$ cat src/rtl/power_pkg.sv
// Shared state encoding and default timing constants for the thruster power sequencer.
package power_pkg;

    localparam int DEF_LEVEL_W           = 3;
    localparam int DEF_DEBOUNCE_CYCLES   = 500000;   // 10 ms at 50 MHz
    localparam int DEF_STEP_DWELL_CYCLES = 5000000;  // 100 ms at 50 MHz
    localparam int DEF_PGOOD_LOSS_CYCLES = 4;

    typedef enum logic [2:0] {
        IDLE,
        STEP,
        DWELL,
        STEADY,
        FAULT
    } state_t;

endpackage

$ cat src/rtl/power_sequencer_if.sv
// Board-side signal bundle of the power sequencer: raw switches and
// power-good in, mux select / kill / status out.
interface power_sequencer_if
    import power_pkg::*;
#(
    parameter int LEVEL_W = DEF_LEVEL_W
);

    logic [LEVEL_W-1:0] sw_level;
    logic               sw_enable;
    logic               power_good;
    logic               clear_fault;
    logic [LEVEL_W-1:0] voltage_mux;
    logic               kill_n;
    logic               busy;
    logic               fault;

    modport master (
        output sw_level, sw_enable, power_good, clear_fault,
        input  voltage_mux, kill_n, busy, fault
    );

    modport slave (
        input  sw_level, sw_enable, power_good, clear_fault,
        output voltage_mux, kill_n, busy, fault
    );

endinterface

$ cat src/rtl/switch_debounce.sv
// Two-flop synchroniser followed by a stability counter. The whole bus is
// treated as one value: any bit change restarts the count, so all bits of
// the debounced output switch together.
module switch_debounce
    import power_pkg::*;
#(
    parameter int WIDTH           = 1,
    parameter int DEBOUNCE_CYCLES = DEF_DEBOUNCE_CYCLES
) (
    input  logic             clk,
    input  logic             rst,
    input  logic [WIDTH-1:0] din,
    output logic [WIDTH-1:0] dout
);

    localparam int               CNT_W     = $clog2(DEBOUNCE_CYCLES) + 1;
    localparam logic [CNT_W-1:0] CNT_LIMIT = CNT_W'(DEBOUNCE_CYCLES);

    logic [WIDTH-1:0] sync_p0;
    logic [WIDTH-1:0] sync_p1;
    logic [WIDTH-1:0] last_p2;
    logic [CNT_W-1:0] run_cnt;
    logic [CNT_W-1:0] run_next;

    // Length of the current run of identical differing samples, including this one.
    always_comb begin
        run_next = CNT_W'(1);
        if (sync_p1 == last_p2) begin
            run_next = run_cnt + CNT_W'(1);
        end
    end

    // Synchronise, then accept a new value once it has been stable long enough.
    always_ff @(posedge clk or posedge rst) begin
        if (rst) begin
            sync_p0 <= '0;
            sync_p1 <= '0;
            last_p2 <= '0;
            run_cnt <= '0;
            dout    <= '0;
        end else begin
            sync_p0 <= din;
            sync_p1 <= sync_p0;
            last_p2 <= sync_p1;
            if (sync_p1 == dout) begin
                run_cnt <= '0;
            end else if (run_next >= CNT_LIMIT) begin
                dout    <= sync_p1;
                run_cnt <= '0;
            end else begin
                run_cnt <= run_next;
            end
        end
    end

endmodule

$ cat src/rtl/power_sequencer.sv
// Power sequencer: ramps the voltage-mux select one level at a time toward
// the debounced switch request, checks power-good after each step and
// latches a fault that drops the power path.
module power_sequencer
    import power_pkg::*;
#(
    parameter int LEVEL_W           = DEF_LEVEL_W,
    parameter int DEBOUNCE_CYCLES   = DEF_DEBOUNCE_CYCLES,
    parameter int STEP_DWELL_CYCLES = DEF_STEP_DWELL_CYCLES,
    parameter int PGOOD_LOSS_CYCLES = DEF_PGOOD_LOSS_CYCLES
) (
    input  logic               CLOCK_50,
    input  logic               reset,
    power_sequencer_if.slave   bus
);

    localparam int                 DWELL_W    = $clog2(STEP_DWELL_CYCLES) + 1;
    localparam int                 LOSS_W     = $clog2(PGOOD_LOSS_CYCLES) + 1;
    localparam logic [DWELL_W-1:0] DWELL_LOAD = DWELL_W'(STEP_DWELL_CYCLES - 1);
    localparam logic [LOSS_W-1:0]  LOSS_LAST  = LOSS_W'(PGOOD_LOSS_CYCLES - 1);

    logic [LEVEL_W:0]   sw_db;
    logic               en;
    logic [LEVEL_W-1:0] tgt;
    logic               pg_sync_p0;
    logic               pg;

    state_t             state;
    logic [DWELL_W-1:0] dwell_cnt;
    logic [LOSS_W-1:0]  loss_cnt;
    logic [LEVEL_W-1:0] mux_q;
    logic               kill_n_q;
    logic               busy_q;
    logic               fault_q;

    // Move one level toward the goal; never skips and never wraps.
    function automatic logic [LEVEL_W-1:0] step_toward(input logic [LEVEL_W-1:0] cur,
                                                       input logic [LEVEL_W-1:0] goal);
        logic [LEVEL_W-1:0] nxt;
        nxt = cur;
        if (goal > cur) begin
            nxt = cur + 1'b1;
        end else if (goal < cur) begin
            nxt = cur - 1'b1;
        end
        return nxt;
    endfunction

    switch_debounce #(
        .WIDTH           (LEVEL_W + 1),
        .DEBOUNCE_CYCLES (DEBOUNCE_CYCLES)
    ) u_switch_debounce (
        .clk  (CLOCK_50),
        .rst  (reset),
        .din  ({bus.sw_enable, bus.sw_level}),
        .dout (sw_db)
    );

    assign en  = sw_db[LEVEL_W];
    assign tgt = sw_db[LEVEL_W-1:0];

    // power_good is only synchronised; its filtering is the loss counter below.
    always_ff @(posedge CLOCK_50 or posedge reset) begin
        if (reset) begin
            pg_sync_p0 <= 1'b0;
            pg         <= 1'b0;
        end else begin
            pg_sync_p0 <= bus.power_good;
            pg         <= pg_sync_p0;
        end
    end

    // Sequencing FSM with registered outputs; disable beats fault detection.
    always_ff @(posedge CLOCK_50 or posedge reset) begin
        if (reset) begin
            state     <= IDLE;
            mux_q     <= '0;
            kill_n_q  <= 1'b0;
            busy_q    <= 1'b0;
            fault_q   <= 1'b0;
            dwell_cnt <= '0;
            loss_cnt  <= '0;
        end else begin
            case (state)
                IDLE: begin
                    if (en) begin
                        if (tgt == '0) begin
                            state    <= STEADY;
                            kill_n_q <= 1'b1;
                            loss_cnt <= '0;
                        end else begin
                            state  <= STEP;
                            busy_q <= 1'b1;
                        end
                    end
                end
                STEP: begin
                    if (!en) begin
                        state    <= IDLE;
                        mux_q    <= '0;
                        kill_n_q <= 1'b0;
                        busy_q   <= 1'b0;
                    end else begin
                        state     <= DWELL;
                        mux_q     <= step_toward(mux_q, tgt);
                        kill_n_q  <= 1'b1;
                        dwell_cnt <= DWELL_LOAD;
                    end
                end
                DWELL: begin
                    if (!en) begin
                        state    <= IDLE;
                        mux_q    <= '0;
                        kill_n_q <= 1'b0;
                        busy_q   <= 1'b0;
                    end else if (dwell_cnt != '0) begin
                        dwell_cnt <= dwell_cnt - 1'b1;
                    end else if (!pg) begin
                        state    <= FAULT;
                        mux_q    <= '0;
                        kill_n_q <= 1'b0;
                        busy_q   <= 1'b0;
                        fault_q  <= 1'b1;
                    end else if (mux_q != tgt) begin
                        state <= STEP;
                    end else begin
                        state    <= STEADY;
                        busy_q   <= 1'b0;
                        loss_cnt <= '0;
                    end
                end
                STEADY: begin
                    if (!en) begin
                        state    <= IDLE;
                        mux_q    <= '0;
                        kill_n_q <= 1'b0;
                    end else if (tgt != mux_q) begin
                        state  <= STEP;
                        busy_q <= 1'b1;
                    end else if (!pg) begin
                        if (loss_cnt == LOSS_LAST) begin
                            state    <= FAULT;
                            mux_q    <= '0;
                            kill_n_q <= 1'b0;
                            fault_q  <= 1'b1;
                        end else begin
                            loss_cnt <= loss_cnt + 1'b1;
                        end
                    end else begin
                        loss_cnt <= '0;
                    end
                end
                FAULT: begin
                    if (bus.clear_fault && !en) begin
                        state   <= IDLE;
                        fault_q <= 1'b0;
                    end
                end
                default: begin
                    state    <= IDLE;
                    mux_q    <= '0;
                    kill_n_q <= 1'b0;
                    busy_q   <= 1'b0;
                    fault_q  <= 1'b0;
                end
            endcase
        end
    end

    assign bus.voltage_mux = mux_q;
    assign bus.kill_n      = kill_n_q;
    assign bus.busy        = busy_q;
    assign bus.fault       = fault_q;

endmodule

$ cat src/flat_wrapper.sv
// flat-port wrapper written by rule: the top's interface ports become plain ports
module power_sequencer_flat import power_pkg::*;
#(
    parameter int LEVEL_W           = DEF_LEVEL_W,
    parameter int DEBOUNCE_CYCLES   = DEF_DEBOUNCE_CYCLES,
    parameter int STEP_DWELL_CYCLES = DEF_STEP_DWELL_CYCLES,
    parameter int PGOOD_LOSS_CYCLES = DEF_PGOOD_LOSS_CYCLES
)
  (CLOCK_50, reset, bus_sw_level, bus_sw_enable, bus_power_good, bus_clear_fault, bus_voltage_mux, bus_kill_n, bus_busy, bus_fault);
  power_sequencer_if #(.LEVEL_W(LEVEL_W)) bus_i ();
  input  logic CLOCK_50;
  input  logic reset;
  input wire logic [$bits(bus_i.sw_level)-1:0] bus_sw_level;
  input wire logic [$bits(bus_i.sw_enable)-1:0] bus_sw_enable;
  input wire logic [$bits(bus_i.power_good)-1:0] bus_power_good;
  input wire logic [$bits(bus_i.clear_fault)-1:0] bus_clear_fault;
  output wire logic [$bits(bus_i.voltage_mux)-1:0] bus_voltage_mux;
  output wire logic [$bits(bus_i.kill_n)-1:0] bus_kill_n;
  output wire logic [$bits(bus_i.busy)-1:0] bus_busy;
  output wire logic [$bits(bus_i.fault)-1:0] bus_fault;
  assign bus_i.sw_level = bus_sw_level;
  assign bus_i.sw_enable = bus_sw_enable;
  assign bus_i.power_good = bus_power_good;
  assign bus_i.clear_fault = bus_clear_fault;
  assign bus_voltage_mux = bus_i.voltage_mux;
  assign bus_kill_n = bus_i.kill_n;
  assign bus_busy = bus_i.busy;
  assign bus_fault = bus_i.fault;
  power_sequencer #(.LEVEL_W(LEVEL_W), .DEBOUNCE_CYCLES(DEBOUNCE_CYCLES), .STEP_DWELL_CYCLES(STEP_DWELL_CYCLES), .PGOOD_LOSS_CYCLES(PGOOD_LOSS_CYCLES)) u_core (.CLOCK_50(CLOCK_50), .reset(reset), .bus(bus_i));
endmodule
$ cat config.mk
export PLATFORM = sky130hd
export DESIGN_NAME = power_sequencer_flat
export DESIGN_NICKNAME = d
export VERILOG_FILES = /design/src/rtl/power_pkg.sv /design/src/rtl/power_sequencer_if.sv /design/src/rtl/switch_debounce.sv /design/src/rtl/power_sequencer.sv /design/src/flat_wrapper.sv
export SDC_FILE = /design/constraint.sdc
export NUM_CORES = 1
export LEC_CHECK = 0
export ABC_AREA = 0
export CAP_MARGIN = 20
export CELL_PAD_IN_SITES_DETAIL_PLACEMENT = 1
export CELL_PAD_IN_SITES_GLOBAL_PLACEMENT = 1
export CORE_ASPECT_RATIO = 1.4
export CORE_MARGIN = 4
export CORE_UTILIZATION = 40
export DETAILED_ROUTE_END_ITERATION = 8
export GPL_TIMING_DRIVEN = 0
export HOLD_SLACK_MARGIN = 0.12
export PLACE_DENSITY = 0.7
export SLEW_MARGIN = 40
export SYNTH_ARGS = -nofsm -noshare
export SYNTH_HDL_FRONTEND = slang
export SYNTH_SLANG_ARGS = --single-unit
$ cat constraint.sdc
create_clock -name CLOCK_50 -period 4.8 [get_ports CLOCK_50]
set_input_delay 1.2 -clock CLOCK_50 [delete_from_list [all_inputs] [get_ports CLOCK_50]]
set_output_delay 1.2 -clock CLOCK_50 [all_outputs]
set_load 0.1 [all_outputs]
Word level (Yosys, flattened, before mapping). Index checks and enable logic that the tools add are counted.

Memories kept: 0. Memory bits (read-only): 0. Register bits: 74. Bits of input ports: 8. Output and inout bits: 6. Logic and storage cells: 151. Latch bits: 0. RAM bits: 0.

Add/subtract/negate cells: 5. Multipliers: 0. Muxes and demuxes: 72. Div/mod/pow operators: 0. Bitwise gates (word level): 4. Eq/ne operators: 36. Shift operators: 0. Magnitude comparators: 3. Reductions and logical operators: 17.

Operators with widths (count): two-way mux 3 bit (29); two-way mux 24 bit (3); two-way mux 20 bit (3); case mux 24 bit (2 select lines) (1); two-way mux 1 bit (27); nonzero test 24 bit (1); subtractor 24 x 1 -> 24 bit, second input constant (1); inequality test 2 bit, second input constant (11); adder 20 x 1 -> 20 bit, second input constant (1); >= comparator 20 x 19 -> 1 bit, second input constant (1); AND reduction 8 bit (2); case mux 3 bit (5 select lines) (1); inequality test 2 x 1 -> 1 bit, second input constant (6); inequality test 3 bit, second input constant (4); case mux 3 bit (4 select lines) (1); case mux 1 bit (5 select lines) (2); AND reduction 10 bit (1); equality test 3 x 2 -> 1 bit, second input constant (3); case mux 3 bit (3 select lines) (1); AND reduction 9 bit (1); equality test 4 bit (2); inequality test 4 x 2 -> 1 bit, second input constant (2); inequality test 4 bit, second input constant (2); AND reduction 7 bit (1); 20 further kinds (30).

Logic depth before layout (Yosys ltp).
Depth in word-level cells: 6. Mapped depth: 11. Depth with buffers taken out: 10.

By module. A second synthesis with hierarchy kept.

Cell total of the unflattened synthesis: 419. Area, all modules: 4124.0 um2.

Modules (own cells, without submodules): power_sequencer (instances 1, area each 2339.7 um2, cells an instance 254, sequential area each 950.9 um2); switch_debounce (instances 1, area each 1784.2 um2, cells an instance 165, sequential area each 900.9 um2).

Worst setup path after synthesis. No wires, ideal clock.

Path kind: reg-to-reg. From: reg u_core.mux_q[1], in the netlist u_core.bus.voltage_mux[1]. To: reg u_core.mux_q[2], in the netlist u_core.bus.voltage_mux[2]. Period minus slack after synthesis: 2900 ps. Setup slack: 1900 ps. Required time: 4676 ps. Stages on the path, launching flop included: 11. Path buffers: 0. Arrival: 2776 ps. Setup time: 124 ps. Cell sequence: dfrtp_1 > inv_1 > ha_1 > nor2b_1 > o21a_1 > o21a_1 > fa_1 > xnor2_1 > nor3_1 > a21oi_1 > o2bb2ai_1.

Word-level cells in the longest chain between the ends: 5. Elaborated cells on any way between the ends: 12. Classes of those cells: add/sub: 2; order compare: 2; eq/ne: 3; mux: 4; reduce/logical: 1.

Ends and longest elaborated chain: start: declaration (RTL line power_sequencer.sv:31) `logic [LEVEL_W-1:0] mux_q;`; start signal: assignment (RTL line power_sequencer.sv:105) `mux_q <= step_toward(mux_q, tgt);`; subtractor 3 x 1 -> 3 bit (RTL line power_sequencer.sv:44) `nxt = cur - 1'b1;`; two-way mux 3 bit (RTL line power_sequencer.sv:43) `end else if (goal < cur) begin`; two-way mux 3 bit (RTL line power_sequencer.sv:41) `if (goal > cur) begin`; two-way mux 3 bit (RTL line power_sequencer.sv:98) `if (!en) begin`; case mux 3 bit (4 select lines) (RTL line power_sequencer.sv:84) `case (state)`.

Several ways; a longest one is shown, not always the timed one. The select of a mux whose other input is x is not followed. A chain may end at the register's enable or synchronous reset.

Worst setup path in the final report.
From: reg u_core.u_switch_debounce.run_cnt[0]. To: reg u_core.u_switch_debounce.run_cnt[10].

Word-level cells in the longest chain between the ends: 5.

Ends and longest elaborated chain: start: declaration (RTL line switch_debounce.sv:22) `logic [CNT_W-1:0] run_cnt;`; start signal: assignment (RTL line switch_debounce.sv:51) `run_cnt <= run_next;`; adder 20 x 1 -> 20 bit (*) (RTL line switch_debounce.sv:29) `run_next = run_cnt + CNT_W'(1);`; two-way mux 20 bit (*) (RTL line switch_debounce.sv:28) `if (sync_p1 == last_p2) begin`; >= comparator 20 x 19 -> 1 bit (RTL line switch_debounce.sv:47) `end else if (run_next >= CNT_LIMIT) begin`; two-way mux 20 bit (*) (RTL line switch_debounce.sv:47); two-way mux 20 bit (*) (RTL line switch_debounce.sv:45) `if (sync_p1 == dout) begin`.

Mark *: on every way between the ends. The rest lies on a longest branch, timed or not.

==> flow_metrics.py <==
metrics = {
    "logic_synthesis": {
        "yosysUniqueCellTypes": 65,
        "syn_nets": 434,
        "synthTopCellsByArea": "dfrtp_1, xnor2_1, xor2_1",
        "avgSynthCellArea_um2": 9.60,
        "synthCells": 418,
        "synth_top_area_cell": "dfrtp_1",
        "synth_top_area_frac": 0.461,
        "ys_async_sr_fraction": 1.00,
        "yosys_warnings": 0,
        "synth_ff_type": "dfrtp_1",
        "ys_ff_latch": 74,
        "yosysSeqAreaShare": 0.461,
        "synthTopCellsByCount": "dfrtp_1, nand2_1, nor2_1, nor3_1, xnor2_1",
        "netlist_area_um2": 4010,
        "synth_enable_flop_cells": 0,
        "yosysMostFrequentCell": "dfrtp_1",
    },
    "routing": {
        "drt_iter0_markers": 124,
        "antenna_left": 0,
        "route.met2.wl_mm": 5.06,
        "drc": 0,
        "m1WireLength_mm": 4.22,
        "met3_wirelength_um": 221,
        "drt_first_pass_iters": 4,
        "vias": 3219,
        "wl_mm": 9.67,
        "routedWlPerCell_um": 16.6,
        "highest_layer": "met4",
        "avgViaCountPerCell": 5.52,
    },
    "sta": {
        "rsz0062_at_grt": "false",
        "maxSlewViolCount": 0,
        "post-route-period-util": 0.621,
        "finalHoldViolCount": 0,
        "finalSetupViolations": 0,
        "fmax_mhz": 336,
        "fin_setup_tns_ns": 0,
        "worst_pin_slew_ns": 0.690,
        "min_period_ns": 2.98,
        "skew_ns": 0.00743,
        "maxSlewHeadroom": 0.536,
    },
    "clock_tree": {
        "cts_tree": "built",
        "cts_root_buf": "clkbuf_16",
        "cts.path.max_buffers": 2,
        "clk_pin_slew_ns": 0.06,
        "cts_buffers": 9,
        "cts.sinks": 74,
        "postCtsResizedCells": 0,
        "post_cts_buffers": 0,
        "postCtsHoldBufs": 0,
        "clkLatencyLatePin_ns": 0.34,
        "cts_max_level": 3,
    },
    "setup_path": {
        "cpMostUsedCell": "buf_4",
        "cp_num_buf_inv": 2,
        "cpPeakStageDelay_ns": 0.68,
        "cp.required_ns": 5.02,
        "critPathArrivalTime_ns": 3.20,
        "cp_max_fo": 10,
        "critPathSlowestCell": "or4b_2",
        "criticalPathCategory": "reg -> reg",
        "cp_top_family": "simple AND/OR/NAND/NOR gates",
        "critPathLaunchType": "flip-flop",
        "crit_path_cell_trace": "ha_1 -> and2_1 -> nand4_2 -> or4b_2 -> nand3_1 -> o2111a_1 -> o21a_1 -> buf_4 -> buf_4 -> nor3_1",
        "crit_path_end_kind": "flip-flop",
    },
    "final_layout": {
        "num_antenna_cells": 0,
        "syn2layout_area_growth_pct": 15.9,
        "fin_nets": 459,
        "drive_gt1_frac": 0.118,
    },
    "place": {
        "port_buffers": 13,
        "place_hpwl_mm": 6.75,
        "gp_congestion": 0.793,
    },
    "floorplanning": {
        "rows": 43,
        "die_h_um": 127,
        "dieArea_um2": 11700,
        "ios": 14,
        "core_area_um2": 9850,
        "dieWidth_um": 92.7,
        "start_util": 0.408,
    },
    "power": {
        "power_leakage_nw": 1.98,
        "peakVddDrop_uv": 286,
        "power_w": 0.00226,
        "powerDensity_nw_per_um2": 486,
    },
    "status": {
        "status": "finished clean",
    },
    "global_route": {
        "grt_pass1_wl_mm": 17.1,
        "grt.overflow.total": 0,
        "first_global_vias": 3465,
        "antenna_found_initial": 0,
        "track_usage": 0.181,
        "grt_start_max_net_pins": 47,
    },
    "hold_path": {
        "hold_path.class": "reg -> reg",
    },
    "run": {
        "drv_cap": 0,
    },
}
through the flow:
step / area, um2 / hold WS [ns] / std cells / setup WS (ns) / util
final: 4650 / 0.348 / 583 / 1.82 / 0.472
after global routing: 4650 / 0.359 / 583 / 1.51 / 0.472
after CTS: 4650 / 0.351 / 583 / 1.81 / 0.472
after detailed placement: 4320 / 0.336 / 567 / 1.85 / 0.439
after global placement: 4310 / 0.333 / 566 / 0.384 / 0.438
after floorplan: 4010 / 0.331 / 418 / 1.72 / -
power by group:
part           internal (W)  switching (W)  leakage, nW
combinational      0.000261       0.000433        0.837
sequential         0.000719       0.000100        0.978
clock              0.000465       0.000283        0.163
cell usage in the layout, fill, tap and decap left out, types with 3 or more instances in the layout:
master,instances
dfrtp_1,74
nand2_1,39
nor2_1,32
nor3_1,32
xnor2_1,22
xor2_1,20
nand3_1,17
o21ai_0,17
clkbuf_1,11
inv_1,11
a21oi_1,11
clkbuf_16,9
nand2b_1,8
or3_1,7
nor4_1,7
nand4_1,7
buf_2,7
ha_1,7
clkdlybuf4s50_1,7
nor2b_1,6
and3_1,6
mux2_2,6
o211ai_1,5
and2_1,5
o2111ai_1,4
inv_6,4
o31ai_1,4
or2_2,3
a21o_1,3
and4_1,3
o21a_1,3
area by class of cell:
cell class | count | area, um2
Fill cell | 1118 | 5190
Clock inverter | 7 | 106
Clock buffer | 9 | 225
Timing Repair Buffer | 14 | 128
Tap cell | 135 | 169
Multi-Input combinational cell | 314 | 2040
Inverter | 12 | 50.0
Buffer | 18 | 85.1
Sequential cell | 74 | 1850
state kept, by name, indices dropped and copies added, names as in the netlist, 3 cells and up:
signal                            flops
u_core.bus.voltage_mux                3
u_core.dwell_cnt                     24
u_core.u_switch_debounce.dout         4
u_core.u_switch_debounce.sync_p1      4
u_core.u_switch_debounce.sync_p0      4
u_core.state                          3
u_core.u_switch_debounce.run_cnt     20
u_core.u_switch_debounce.last_p2      4
u_core.loss_cnt                       3
final timing paths:
check,start,to,slack (ns),cells after the start
min in group asynchronous,reset,u_core.dwell_cnt[3]$_DFFE_PP0P_,1.21,2
min reg2reg,u_core.u_switch_debounce.sync_p0[3]$_DFF_PP0_,u_core.u_switch_debounce.sync_p1[3]$_DFF_PP0_,0.35,0
min,u_core.u_switch_debounce.sync_p0[3]$_DFF_PP0_,u_core.u_switch_debounce.sync_p1[3]$_DFF_PP0_,0.35,0
max,u_core.u_switch_debounce.run_cnt[0]$_DFF_PP0_,u_core.u_switch_debounce.run_cnt[10]$_DFF_PP0_,1.82,10
max in group asynchronous,reset,u_core.state[1]$_DFFE_PP0P_,3.08,3
max reg2reg,u_core.u_switch_debounce.run_cnt[0]$_DFF_PP0_,u_core.u_switch_debounce.run_cnt[10]$_DFF_PP0_,1.82,10
routing by layer:
metal  vias up  GRT usage
met2        33      0.316
met1      1623      0.220
met4         0     0.0751
met3        14     0.0320
li1       1549          -
met5         -          0
worst register-to-register path, cell delays in order, from the launching register on:
cell and delay (ns):
dfrtp_1 0.49, ha_1 0.34, and2_1 0.18, nand4_2 0.24
or4b_2 0.68, nand3_1 0.11, o2111a_1 0.22, o21a_1 0.13
buf_4 0.18, buf_4 0.20, nor3_1 0.09
cell families after synthesis:
| kind of cell | after synthesis | synth area share |
|---|---|---|
| buf+inv | 30 | 0.0324 |
| xor+xnor | 42 | 0.0917 |
| fa+ha+maj | 8 | 0.0268 |
| other cells | 1 | 0.000935 |
| compound gates | 63 | 0.106 |
| flops | 74 | 0.461 |
| simple gates | 194 | 0.263 |
| mux | 6 | 0.0168 |
Power figures use the tool's default switching activity.
==> RTL edit 1: new RTL, same flow settings <==
Change the package constant `DEF_LEVEL_W` from 3 to 6.
--- a/src/rtl/power_pkg.sv
+++ b/src/rtl/power_pkg.sv
@@ -3,3 +3,3 @@
 
-    localparam int DEF_LEVEL_W           = 3;
+    localparam int DEF_LEVEL_W           = 6;
     localparam int DEF_DEBOUNCE_CYCLES   = 500000;   // 10 ms at 50 MHz
Interface: changed (resized bus_sw_level and bus_voltage_mux); port bits go from 14 to 20. The function was not compared with the original's and may differ.
==> RTL edit 1 against the unedited design <==
Final area up 17%. Synthesized area up 19%. Critical path depth down 1. Die area up 17%. Clock skew up 0.55 ps. Largest cell class unchanged. Wire length up 17%. First-iteration DRC count down 18%. Largest power group unchanged. Total power down 4.6%. Setup slack worse by 560 ps. Via count up 17%. Sequential cell count up 15.
==> RTL edit 1: results <==
outcome:
  outcome: "finished clean"
route:
  vias: 3781
  drt_iter0_drc: 102
  dr_wl_met3_um: 196
  wl_met1_um: 4970
  routed-wl-met2_um: 5930
  routed_wl_um: 11400
  routed_via_density: 5.50
critical_path:
  cp_slowest_cell: "o311ai_2"
  cp.arrival_ps: 3810
  critical_path.endpoint: "u_core.u_switch_debounce.run_cnt[15]"
  max_stage_delay_ps: 660
place:
  port_buffers: 19
  placed_area_um2: 5120
  place_congestion: 0.826
  hpwl_um: 8200
final_layout:
  fillers: 1322
  syn_to_final_growth_pct: 14.2
synth:
  yosys.cell_types.count: 53
  syn_inst: 507
  ys_top_cells_by_count: "dfrtp_1, nor2_1, nand2_1"
  seq_area_frac_synth: 0.467
  synth_area_leaders: "dfrtp_1, xnor2_1, nor2_1"
sta:
  holdWs_ps: 350
  finalCritPeriodShare: 0.738
  maxSlewHeadroom: 0.490
  skew_ps: 7.99
power:
  leakagePower_uw: 0.00222
  ir_drop_mv: 0.224
global_routing:
  met3_usage: 0.0260
  use_met1: 0.210
  gr-usage-met2: 0.327
  grt_pass1_wl_um: 19900
-- RTL edit 1: worst min path at each step --
stage | endpoint | depth (start not counted) | from
detailed placement | u_core.u_switch_debounce.sync_p1[0] | 0 | u_core.u_switch_debounce.sync_p0[0]
finish | u_core.u_switch_debounce.sync_p1[0] | 0 | u_core.u_switch_debounce.sync_p0[0]
CTS | u_core.u_switch_debounce.sync_p1[0] | 0 | u_core.u_switch_debounce.sync_p0[0]
global route | u_core.u_switch_debounce.sync_p1[2] | 0 | u_core.u_switch_debounce.sync_p0[2]
floorplan | u_core.pg | 0 | u_core.pg_sync_p0
global placement | u_core.u_switch_debounce.sync_p1[1] | 0 | u_core.u_switch_debounce.sync_p0[1]
-- RTL edit 1: worst max-delay path: cells and delay by family (launching register included) --
kind,cells,cell delay (ps)
AND/OR/NAND/NOR,4,1150
AO/OA/AOI/OAI,3,1180
adder cells (fa/ha/maj),1,330
flip-flops,1,480
buffers and inverters,1,320
-- RTL edit 1: cells by family (layout without fill, tap and decap cells) --
group,count (synthesis),count (layout),share of synthesized area
flops,89,89,0.467
buf+inv,51,87,0.0412
other cells,1,1,0.000787
compound gates,81,81,0.115
xor+xnor,54,54,0.0992
mux,4,4,0.00840
fa+ha+maj,15,15,0.0410
simple gates,212,212,0.227
-- RTL edit 1: cell type report --
class	count	area share
Multi-Input combinational cell	367	0.432
Sequential cell	89	0.409
Clock buffer	9	0.0414
Tap cell	144	0.0331
Timing Repair Buffer	20	0.0317
Inverter	28	0.0202
Buffer	23	0.0168
Clock inverter	7	0.0159
-- RTL edit 1: power groups by stage --
stage               sequential (µW)  clock [µW]  combinational [µW]
floorplan                       943           0                 331
global placement                847           0                 577
detailed placement              850           0                 583
CTS                             836         762                 585
global route                    843         791                 644
finish                          835         743                 579
==> RTL edit 2: new RTL, same settings <==
Made on the original files. Encoding of `state_t`: now one-hot (5 bits for 5 states).
--- a/src/rtl/power_pkg.sv
+++ b/src/rtl/power_pkg.sv
@@ -8,8 +8,8 @@
 
-    typedef enum logic [2:0] {
-        IDLE,
-        STEP,
-        DWELL,
-        STEADY,
-        FAULT
+    typedef enum logic [4:0] {
+        IDLE   = 5'b00001,
+        STEP   = 5'b00010,
+        DWELL  = 5'b00100,
+        STEADY = 5'b01000,
+        FAULT  = 5'b10000
     } state_t;
Check against the original RTL: same outputs for any inputs over 10 cycles, from zero or initial values and one cycle with reset high; not proved beyond that.
==> RTL edit 2 against the unedited design <==
Maximum frequency shrank 0.24%. Final area is 6.3% higher. Synthesized cell count up 6.0%. Synthesized area up 7.2%. Non-clock buffer count is 6 higher. Global-route usage up 1.2 points. Clock skew shrank 1.2 ps. Sequential cell count is 2 higher. Total power down 5.9%. Cell count grew 4.8%. Wire length increased by 15%. Setup slack worse by 7.0 ps.
==> RTL edit 2: results <==
cts:
  worstSkewPairLatency_ps: 340
  htree_levels: 3
  post_cts_resized: 0
  cts_buffer_depth: 2
  post_cts_buffers: 0
  cts-root-buf: "clkbuf_16"
  clkTransAtPathRegs_ps: 60
  cts_buffers: 9
place:
  hpwl_um: 7890
  place_congestion: 0.805
  dp.cells: 595
  port_buffers: 13
critical_path:
  critPathTopFamily: "compound AO/OA/AOI/OAI gates"
  max_stage_delay_ps: 620
  r2r_setup_slack_ps: 1810
  cp_slowest_cell: "a31oi_1"
  cp.arrival_ps: 3220
  worstPathMaxFanout: 10
synth:
  yosys.area_share.xor_xnor: 0.0814
  yosys.cell_types.count: 65
  synth_compound_area_frac: 0.161
  yosys_warnings: 0
  synth_fp_nets: 459
  syn_inst: 443
  muxShareOfSynthArea: 0.0148
  ys_top_cells_by_count: "dfrtp_1, nand2_1, xor2_1"
  synth.most_common_cell: "dfrtp_1"
  synth_top_family_by_area: "simple AND/OR/NAND/NOR gates"
  postSynth.asyncResetShare: 1.00
  synthAdderAreaFrac: 0.0250
  synth_area_leaders: "dfrtp_1, xor2_1, a211oi_1"
  seq_area_frac_synth: 0.442
outcome:
  outcome: "finished clean"
route:
  drt-pass1-iter-count: 4
  routed_via_density: 5.80
  drt_iter0_drc: 95
  vias: 3541
  wl_per_cell_um: 18.2
final_layout:
  fillers: 1201
  drive_gt1_frac: 0.108
  reg_top3: "u_core.dwell_cnt: 24 flops, u_core.u_switch_debounce.run_cnt: 20 flops, u_core.state: 5 flops"
  layout.nets: 484
  antenna_cells: 0
hold_path:
  hp-class: "register to register"
sta:
  maxSlewHeadroom: 0.514
  skew_ps: 6.19
global_routing:
  grt_pass1_vias: 3781
  grt_max_degree: 55
  antenna_found_initial: 0
  grt_use_total: 0.193
  grt_pass1_wl_um: 18900
power:
  ir_drop_mv: 0.204
  switching_share: 0.354
  leakagePower_uw: 0.00197
RTL edit 2: cell types whose count changed after synthesis, sizes merged, moves of 5 or more:
cell / change
nand4: +13
nand2: -6
nor2: -8
nand3: +7
nor3: -16
or3: -6
xor2: +6
buf: +7
a31oi: +5
nand2b: -6
xnor2: -8
a211oi: +24
RTL edit 2: power groups by stage:
stage	clock network (µW)	registers [µW]	logic [µW]
CTS	779	835	538
detailed placement	0	845	530
floorplan	0	922	314
global route	802	853	589
global placement	0	838	526
finish	760	836	531
RTL edit 2: through the flow:
| stage | hold WS [ps] | total power (µW) | worst slack [ps] | util | cell area, µm² |
|---|---|---|---|---|---|
| after floorplan | 331 | 1240 | 1660 | - | 4300 |
| after global placement | 332 | 1360 | 346 | 0.440 | 4600 |
| after detailed placement | 342 | 1380 | 1820 | 0.441 | 4610 |
| after CTS | 358 | 2150 | 1810 | 0.473 | 4940 |
| after global routing | 371 | 2240 | 1610 | 0.473 | 4940 |
| final | 353 | 2130 | 1810 | 0.473 | 4940 |
RTL edit 2: cell type report:
type / instances / share of cell area
clock inverters: 7 / 0.0213
well taps: 138 / 0.0349
repair buffers: 14 / 0.0258
clock buffers: 9 / 0.0456
plain buffers: 24 / 0.0215
inverters: 15 / 0.0124
multi-input cells: 328 / 0.454
flip-flops and latches: 76 / 0.385
RTL edit 2: path summary, 6_finish.rpt:
path                                                     start                                    to  depth (start not counted)
min in group asynchronous                                reset   u_core.u_switch_debounce.sync_p0[0]                          2
min reg2reg                                  u_core.pg_sync_p0                             u_core.pg                          0
max                        u_core.u_switch_debounce.run_cnt[5]  u_core.u_switch_debounce.run_cnt[12]                          8
max reg2reg                u_core.u_switch_debounce.run_cnt[5]  u_core.u_switch_debounce.run_cnt[12]                          8
max in group asynchronous                                reset                       u_core.state[0]                          3
min                                          u_core.pg_sync_p0                             u_core.pg                          0
RTL edit 2: cell families (layout without fill, tap and decap cells):
family          count (synthesis)  count (layout)
compound gates                 96              96
xor+xnor                       40              40
fa+ha+maj                       8               8
buf+inv                        39              69
flops                          76              76
mux                             6               6
other cells                     1               1
simple gates                  177             177
RTL edit 2: per-layer routing:
metal / track usage / wire length, µm / vias to the layer above
met5: 0 / 0 / -
met4: 0.0821 / 275 / 0
met3: 0.0326 / 251 / 25
met2: 0.347 / 6040 / 55
met1: 0.224 / 4540 / 1755
li1: - / - / 1706
RTL edit 2: worst reg2reg max path: stages, from the launching register on:
cell	delay (ps)
dfrtp_1	320
buf_2	190
nand4_1	260
nor4_1	500
xor2_1	210
a31oi_1	620
o211ai_4	270
buf_2	270
a211oi_1	250
